--- config.mk ---
export PLATFORM = sky130hd
export DESIGN_NAME = cc1200_spi_slave
export DESIGN_NICKNAME = d
export VERILOG_FILES = /design/src/rtl/cc1200_spi_slave.sv
export SDC_FILE = /design/constraint.sdc
export NUM_CORES = 1
export LEC_CHECK = 0
export CAP_MARGIN = 20
export CORE_ASPECT_RATIO = 0.5
export CORE_MARGIN = 2
export CORE_UTILIZATION = 55
export CTS_BUF_LIST = sky130_fd_sc_hd__clkbuf_16
export DETAILED_ROUTE_END_ITERATION = 16
export GPL_TIMING_DRIVEN = 0
export PLACE_DENSITY = 0.72
export SETUP_SLACK_MARGIN = 0.3
export SYNTH_ARGS = -nofsm -noshare
export SYNTH_HDL_FRONTEND = slang
export SYNTH_SLANG_ARGS = --single-unit
--- constraint.sdc ---
create_clock -name clk -period 38.5 [get_ports clk]
set_clock_uncertainty 0.1 [all_clocks]
set_input_delay 7.7 -clock clk [delete_from_list [all_inputs] [get_ports clk]]
set_output_delay 7.7 -clock clk [all_outputs]
set_load 0.02 [all_outputs]
--- src/rtl/cc1200_spi_slave.sv ---
// CC1200-style SPI slave: mode 0 header/data framing, 47-byte register file, command strobes.
// Optional burst addressing is enabled with macro CC1200_SPI_BURST_EN.
module cc1200_spi_slave #(
  parameter int SYNC_STAGES = 2,
  parameter int NUM_REGS    = 47
) (
  input  logic       clk,
  input  logic       rst,
  input  logic       sclk,
  input  logic       mosi,
  input  logic       cs_n,
  output logic       miso,
  output logic       miso_oe,
  input  logic [7:0] status_i,
  output logic       wr_strobe,
  output logic [5:0] wr_addr,
  output logic [7:0] wr_data,
  output logic       cmd_strobe,
  output logic [5:0] cmd,
  input  logic [5:0] reg_addr_i,
  output logic [7:0] reg_data_o,
  output logic       busy
);

  typedef enum logic [1:0] {
    IDLE,
    HEADER,
    DATA,
    IGNORE
  } state_t;

  logic [SYNC_STAGES-1:0] r_sclk_s;
  logic [SYNC_STAGES-1:0] r_mosi_s;
  logic [SYNC_STAGES-1:0] r_csn_s;
  logic [SYNC_STAGES-1:0] r_vld_s;
  logic                   r_sclk_q;
  logic                   r_csn_q;

  state_t     r_state;
  logic [2:0] r_bitcnt;
  logic [7:0] r_rx;
  logic [7:0] r_tx;
  logic [5:0] r_addr;
  logic       r_rw;
  logic       r_load;
`ifdef CC1200_SPI_BURST_EN
  logic       r_burst;
`endif
  logic       r_miso;
  logic       r_oe;
  logic       r_busy;
  logic       r_wr_strobe;
  logic [5:0] r_wr_addr;
  logic [7:0] r_wr_data;
  logic       r_cmd_strobe;
  logic [5:0] r_cmd;
  logic [7:0] r_regs [NUM_REGS];

  logic       w_sclk;
  logic       w_mosi;
  logic       w_csn;
  logic       w_rise;
  logic       w_fall;
  logic       w_open;
  logic [7:0] w_byte;
  logic [5:0] w_hdr_addr;
  logic       w_is_cmd;
  logic       w_last;
  logic       w_wr_ok;
  logic [7:0] w_rd_data;

  function automatic logic f_rd_ok(input logic [5:0] a);
    return !(a == 6'h2F || a == 6'h3E || a == 6'h3F) &&
           ({26'd0, a} < 32'(NUM_REGS));
  endfunction

  // r_vld_s marks when the chains hold real samples, not the reset preset
  always_ff @(posedge clk or posedge rst) begin
    if (rst) begin
      r_sclk_s <= '0;
      r_mosi_s <= '0;
      r_csn_s  <= '1;
      r_vld_s  <= '0;
      r_sclk_q <= 1'b0;
      r_csn_q  <= 1'b0;
    end else begin
      r_sclk_s[0] <= sclk;
      r_mosi_s[0] <= mosi;
      r_csn_s[0]  <= cs_n;
      r_vld_s[0]  <= 1'b1;
      for (int i = 1; i < SYNC_STAGES; i++) begin
        r_sclk_s[i] <= r_sclk_s[i-1];
        r_mosi_s[i] <= r_mosi_s[i-1];
        r_csn_s[i]  <= r_csn_s[i-1];
        r_vld_s[i]  <= r_vld_s[i-1];
      end
      r_sclk_q <= w_sclk;
      r_csn_q  <= w_csn & r_vld_s[SYNC_STAGES-1];
    end
  end

  assign w_sclk     = r_sclk_s[SYNC_STAGES-1];
  assign w_mosi     = r_mosi_s[SYNC_STAGES-1];
  assign w_csn      = r_csn_s[SYNC_STAGES-1];
  assign w_rise     = w_sclk & ~r_sclk_q;
  assign w_fall     = ~w_sclk & r_sclk_q;
  assign w_open     = ~w_csn & r_csn_q;
  assign w_byte     = {r_rx[6:0], w_mosi};
  assign w_hdr_addr = w_byte[5:0];
  assign w_is_cmd   = (w_hdr_addr >= 6'h30) && (w_hdr_addr <= 6'h3D);
  assign w_last     = (r_bitcnt == 3'd7);
  assign w_wr_ok    = ({26'd0, r_addr} < 32'(NUM_REGS));

  always_comb begin
    w_rd_data = 8'h00;
    if (f_rd_ok(r_addr)) w_rd_data = r_regs[r_addr];
  end

  always_comb begin
    reg_data_o = 8'h00;
    if (f_rd_ok(reg_addr_i)) reg_data_o = r_regs[reg_addr_i];
  end

  always_ff @(posedge clk or posedge rst) begin
    if (rst) begin
      r_state      <= IDLE;
      r_bitcnt     <= 3'd0;
      r_rx         <= 8'h00;
      r_tx         <= 8'h00;
      r_addr       <= 6'd0;
      r_rw         <= 1'b0;
      r_load       <= 1'b0;
`ifdef CC1200_SPI_BURST_EN
      r_burst      <= 1'b0;
`endif
      r_miso       <= 1'b0;
      r_oe         <= 1'b0;
      r_busy       <= 1'b0;
      r_wr_strobe  <= 1'b0;
      r_wr_addr    <= 6'd0;
      r_wr_data    <= 8'h00;
      r_cmd_strobe <= 1'b0;
      r_cmd        <= 6'd0;
      for (int i = 0; i < NUM_REGS; i++) r_regs[i] <= 8'h00;
    end else begin
      r_wr_strobe  <= 1'b0;
      r_cmd_strobe <= 1'b0;
      // cs_n high wins over any edge, so a completing byte is dropped
      if (r_state != IDLE && w_csn) begin
        r_state <= IDLE;
        r_miso  <= 1'b0;
        r_oe    <= 1'b0;
        r_busy  <= 1'b0;
        r_load  <= 1'b0;
      end else begin
        unique case (r_state)
          IDLE: begin
            if (w_open) begin
              r_state  <= HEADER;
              r_bitcnt <= 3'd0;
              r_tx     <= status_i;
              r_miso   <= status_i[7];
              r_oe     <= 1'b1;
              r_busy   <= 1'b1;
              r_load   <= 1'b0;
            end
          end
          HEADER: begin
            if (w_rise) begin
              r_rx     <= w_byte;
              r_bitcnt <= r_bitcnt + 3'd1;
              if (w_last) begin
                if (w_is_cmd) begin
                  r_cmd_strobe <= 1'b1;
                  r_cmd        <= w_hdr_addr;
                  r_state      <= IGNORE;
                  r_miso       <= 1'b0;
                end else begin
                  r_rw    <= w_byte[7];
`ifdef CC1200_SPI_BURST_EN
                  r_burst <= w_byte[6];
`endif
                  r_addr  <= w_hdr_addr;
                  r_load  <= w_byte[7];
                  r_state <= DATA;
                end
              end
            end else if (w_fall) begin
              r_tx   <= {r_tx[6:0], 1'b0};
              r_miso <= r_tx[6];
            end
          end
          DATA: begin
            if (w_rise) begin
              r_rx     <= w_byte;
              r_bitcnt <= r_bitcnt + 3'd1;
              if (w_last) begin
                if (!r_rw && w_wr_ok) begin
                  r_regs[r_addr] <= w_byte;
                  r_wr_strobe    <= 1'b1;
                  r_wr_addr      <= r_addr;
                  r_wr_data      <= w_byte;
                end
`ifdef CC1200_SPI_BURST_EN
                if (r_burst) begin
                  r_addr <= r_addr + 6'd1;
                  r_load <= r_rw;
                end else begin
                  r_state <= IGNORE;
                  r_miso  <= 1'b0;
                end
`else
                r_state <= IGNORE;
                r_miso  <= 1'b0;
`endif
              end
            end else if (w_fall) begin
              if (r_load) begin
                r_tx   <= w_rd_data;
                r_miso <= w_rd_data[7];
                r_load <= 1'b0;
              end else begin
                r_tx   <= {r_tx[6:0], 1'b0};
                r_miso <= r_tx[6];
              end
            end
          end
          IGNORE: begin
            r_miso <= 1'b0;
          end
          default: r_state <= IDLE;
        endcase
      end
    end
  end

  assign miso       = r_miso;
  assign miso_oe    = r_oe;
  assign busy       = r_busy;
  assign wr_strobe  = r_wr_strobe;
  assign wr_addr    = r_wr_addr;
  assign wr_data    = r_wr_data;
  assign cmd_strobe = r_cmd_strobe;
  assign cmd        = r_cmd;

endmodule
; ---- Word-level counts from Yosys, hierarchy flattened
; Cells that the tools add are included.
; Widths: inputs -> output; s select.
[op_classes]
add_sub_neg = 1
multipliers = 0
div = 0
order_cmp = 7
eq_ne = 29
shift = 0
muxes = 61
bitwise = 11
reduce_logical = 31
[op_table]
columns = operator, count
row1 = $bwmux 376, 1
row2 = $bmux 8 s6, 2
row3 = $mux 8, 7
row4 = $demux 8 s6, 1
row5 = $mux 7, 6
row6 = $eq 6x6->1 const B, 6
row7 = $mux 1, 31
row8 = $ne 3x3->1 const B, 8
row9 = $pmux 7 s3, 1
row10 = $ne 4x4->1 const B, 5
row11 = $reduce_and 5->1, 3
row12 = $ge 7x7->1 const B, 2
row13 = $not 6->7, 2
row14 = $reduce_and 7->1, 2
row15 = $lt 6x6->1 const B, 2
row16 = $mux 2, 6
row17 = $reduce_and 6->1, 2
row18 = $ne 2x2->1 const B, 5
row19 = $reduce_bool 2->1, 4
row20 = $lt 7x1->1 const B, 1
row21 = $ge 6x6->1 const B, 1
row22 = $le 6x6->1 const B, 1
row23 = $logic_and 1x1->1, 6
row24 = $mux 3, 2
row25 = 20 further kinds, 33
[word_totals]
ff_bits = 437
latchBits = 0
mem_bits_rw = 0
romBits = 0
input_bits = 19
out_inout_bits = 33
word_cells = 207
n_memories = 0

; ---- Depth between registers and ports, before layout
[logic_depth]
depth_word = 11
mapped_depth = 10
mapped_depth_nobuf = 8

; ---- Worst setup path after synthesis
; OpenSTA, ideal clock, no wires.
[synth_timing]
path_type = input port to output port
startpoint = input reg_addr_i[0]
endpoint = output reg_data_o[1]
arrival_time_ns = 9.528
t_required_ns = 30.700
setup_slack_ns = 21.172
path_stages = 7
path_buffers = 3
cell_sequence = buf_6 -> buf_6 -> buf_4 -> mux4_2 -> mux4_2 -> a22oi_1 -> o21ai_0
[synth_via]
elab_chain_len = 6
word_cells_on_any_way = 13
cone_classes = 1 x order compare / 3 x eq/ne / 4 x mux / 1 x bitwise / 4 x reduce/logical
[synth_lines]
columns = element, line_no
row1 = start: declaration, 20  ; input logic [5:0] reg_addr_i,
row2 = "parallel branches: the longest is 5 deep, another holds $bmux 8 s6", n/a
row3 = $mux 8 *, 121  ; if (f_rd_ok(reg_addr_i)) reg_data_o = r_regs[reg_addr_i];
row4 = end: declaration, 21  ; output logic [7:0] reg_data_o,
; Every way passes the cells marked *. The select of a mux whose other input is x is not followed.

; ---- Final worst setup path
[layout_timing]
startpoint = input reg_addr_i[1]
endpoint = output reg_data_o[0]
; Same word-level chain as after synthesis.

==> impl_metrics.tcl <==
set metrics [dict create \
    area_growth_syn_to_layout_pct 11.8 \
    leakage_nw 11.9 \
    grt_pass1_wl_um 124000 \
    yosys.area.top_type "dfrtp_1" \
    rsz0062_at_grt "false" \
    place_inst 2349 \
    clkTransAtPathRegs_ns 0.06 \
    syn_area_um2 23300 \
    cp_max_fo 10 \
    p_int_mw 0.799 \
    fin_nets 1844 \
    cts_max_level 2 \
    synth_edf_count 0 \
    critical_path_required_ns 30.70 \
    drt_wl_total_um 88200 \
    path_class "input port to primary output" \
    power_mw 1.29 \
    drc 0 \
    switching_share_pct 37.8 \
    ys_seq_area_share_pct 46.9 \
    ys.flop_type "dfrtp_1" \
    final_layout_size_suffix_gt1_share_pct 39.6 \
    arrival_ns 11.86 \
    postCtsHoldBufs 0 \
    fin_tns_setup_ns 0 \
    p_seq_share_pct 38.9 \
    yosysUniqueCellTypes 71 \
    post-dp-hpwl_um 61700 \
    cts_tree "done" \
    gr-total-overflow 0 \
    syn_avg_cell_area_um2 13.6 \
    dr_total_vias 17838 \
    cp-end-kind "primary output" \
    path_buf_inv 4 \
    die_area_um2 44100 \
    die_height_um 150 \
    cts_made_buffers 41 \
    worstHoldPathType "flip-flop to flip-flop" \
    cts.path.max_buffers 3 \
    n_fill_cell 3316 \
    yosys_warnings 0 \
    crit_top_cell "clkdlybuf4s50_1" \
    synth.most_common_cell "dfrtp_1" \
    cts_setup_buffers 0 \
    ir_drop_v 0.0000286 \
    synth.top_cells.by_count "dfrtp_1 (435), mux2_2 (414), mux4_2 (140)" \
    crit_family "buffers and inverters" \
    clock-root-buffer "clkbuf_16" \
    first_global_vias 17065 \
    async_reset_ff_share_pct 100 \
    start_kind "input port" \
    p_per_area_nw_per_um2 49.3 \
    synth_seq_cells 437 \
    cap_violations 0 \
    final_area_um2 26000 \
    die_w_um 295 \
    power.switching_mw 0.486 \
    instances_no_fill 2432 \
    synth.area.top_cells "dfrtp_1 (47%), mux2_2 (20%), mux4_2 (14%), mux2i_1 (2.1%), nand2_1 (1.4%)" \
    dr.pass1.iters 6 \
    vias_per_cell 7.33 \
    grt_max_degree 109 \
    start_util_pct 55.6 \
    clk_latency_ns 0.56 \
    grtUsageTotal_pct 40.5 \
    synth_top_area_share_pct 46.7 \
    finalHoldViolations 0 \
    fin_crit_ns 19.66 \
    cp_slowest_cell "clkdlybuf4s50_1" \
    wire_per_inst_um 36.3 \
    syn-instance-count 1717 \
    port_buffers 48 \
    path_cells "clkdlybuf4s50_1 > buf_1 > buf_2 > mux4_2 > mux2i_1 > a211oi_1 > a221o_1 > clkdlybuf4s50_1" \
    setup_viol 0 \
    drtAntennaViolNets 0 \
    period_share_pct 51.1 \
    clock-sinks 437 \
    max_slew_margin_pct 13.0 \
    antenna_found_initial 12 \
    ios 52 \
    synth_fp_nets 1743 \
    postLayoutCoreUtil_pct 62.1 \
    pwr-share-comb_pct 28.3 \
    status "completed" \
    drt_iter0_drc 2666 \
    core_um2 41900 \
    place_area_um2 24700 \
    drv_slew 0 \
    worst_pin_slew_ns 1.30 \
    crit_path_max_incr_delay_ns 0.66 \
    cts_resized 0 \
    rows 53 \
    gp_congestion 1.05 \
    timing.fmax_mhz 50.9 \
    clkPwrFrac_pct 32.8 \
]
worst register-to-register path, cell delays in order, from the launching register on:
cell	delay (ns)
dfrtp_1	0.36
buf_2	0.19
buf_2	0.32
nor2_1	1.04
a22oi_1	0.18
a22oi_1	0.58
o2111ai_1	0.48
a2111oi_2	1.12
o21ai_1	0.12
area by class of cell:
| class | count | area [um^2] | area share [%] |
|---|---|---|---|
| inverters | 24 | 97.6 | 0.375 |
| clock inverters | 31 | 295 | 1.13 |
| clock buffers | 41 | 1030 | 3.94 |
| repair buffers | 58 | 666 | 2.56 |
| flip-flops and latches | 437 | 10900 | 42.0 |
| plain buffers | 136 | 649 | 2.49 |
| multi-input cells | 1120 | 11600 | 44.7 |
| well taps | 577 | 722 | 2.77 |
| diodes | 8 | 20.0 | 0.0769 |
registers in the layout, indices dropped and copies added, names as in the netlist, 3 cells and up:
name	count
cmd	6
r_addr	6
r_bitcnt	3
r_regs	376
r_rx	7
r_tx	7
wr_addr	6
wr_data	8
per-layer routing:
metal | part of all wire (%) | vias to the layer above | global-route usage [%]
met5 | 0.086 | - | 0
met4 | 5.6 | 12 | 17.2
met3 | 18 | 377 | 23.6
met2 | 39 | 1509 | 54.3
met1 | 38 | 9168 | 53.2
li1 | - | 6772 | -
path summary, 6_finish.rpt:
path	startpoint	end	slack, ns	depth (start not counted)
min	r_vld_s[0]	r_vld_s[1]	0.25	0
max in group asynchronous	rst	r_regs[38]	29.47	4
max reg2reg	r_addr[1]	r_tx[5]	33.84	8
max	reg_addr_i[1]	reg_data_o[0]	18.84	8
min reg2reg	r_vld_s[0]	r_vld_s[1]	0.25	0
min in group asynchronous	rst	r_regs[123]	7.48	2
layout by cell type, fill, tap and decap left out, types with 11 or more instances in the layout:
master           synthesis  final
a22oi_1                 32     32
nand2_2                 37     37
nor2b_1                 18     18
mux2i_1                 50     50
inv_1                   21     27
clkinv_1                 2     11
mux2_2                 414    414
a22o_1                  12     12
a21oi_1                 39     39
o21ai_0                 36     36
a221o_1                 20     20
mux4_2                 140    140
clkdlybuf4s50_1          0     48
a221oi_1                21     21
o22ai_1                 11     11
clkbuf_16                0     41
nor2_1                  41     41
buf_2                   28     28
mux2_1                  18     18
nand2_1                 90     90
buf_1                   11     11
clkbuf_1                74     74
nand3_1                 14     14
a211oi_1                13     13
buf_4                   15     15
dfrtp_1                435    435
through the flow:
stage | setup slack, ns | hold WS, ns
floorplan | 18.53 | 0.231
global placement | 13.20 | 0.233
detailed placement | 19.19 | 0.237
CTS | 19.17 | 0.253
global route | 18.98 | 0.260
finish | 18.84 | 0.249
power groups by stage:
stage / Sequential, mW / Combinational (mW) / Clock, mW
after floorplan: 0.494 / 0.185 / 0
after global placement: 0.505 / 0.327 / 0
after detailed placement: 0.505 / 0.333 / 0
after CTS: 0.497 / 0.334 / 0.421
after global routing: 0.499 / 0.364 / 0.439
final: 0.500 / 0.363 / 0.422
kinds of logic after synthesis:
kind of cell,share of synthesized area (%)
other cells,0.0161
buf+inv,3.17
mux,36.6
simple gates,5.45
fa+ha+maj,0.376
compound gates,7.50
flops,46.9
(Power assumes the default switching activity.)
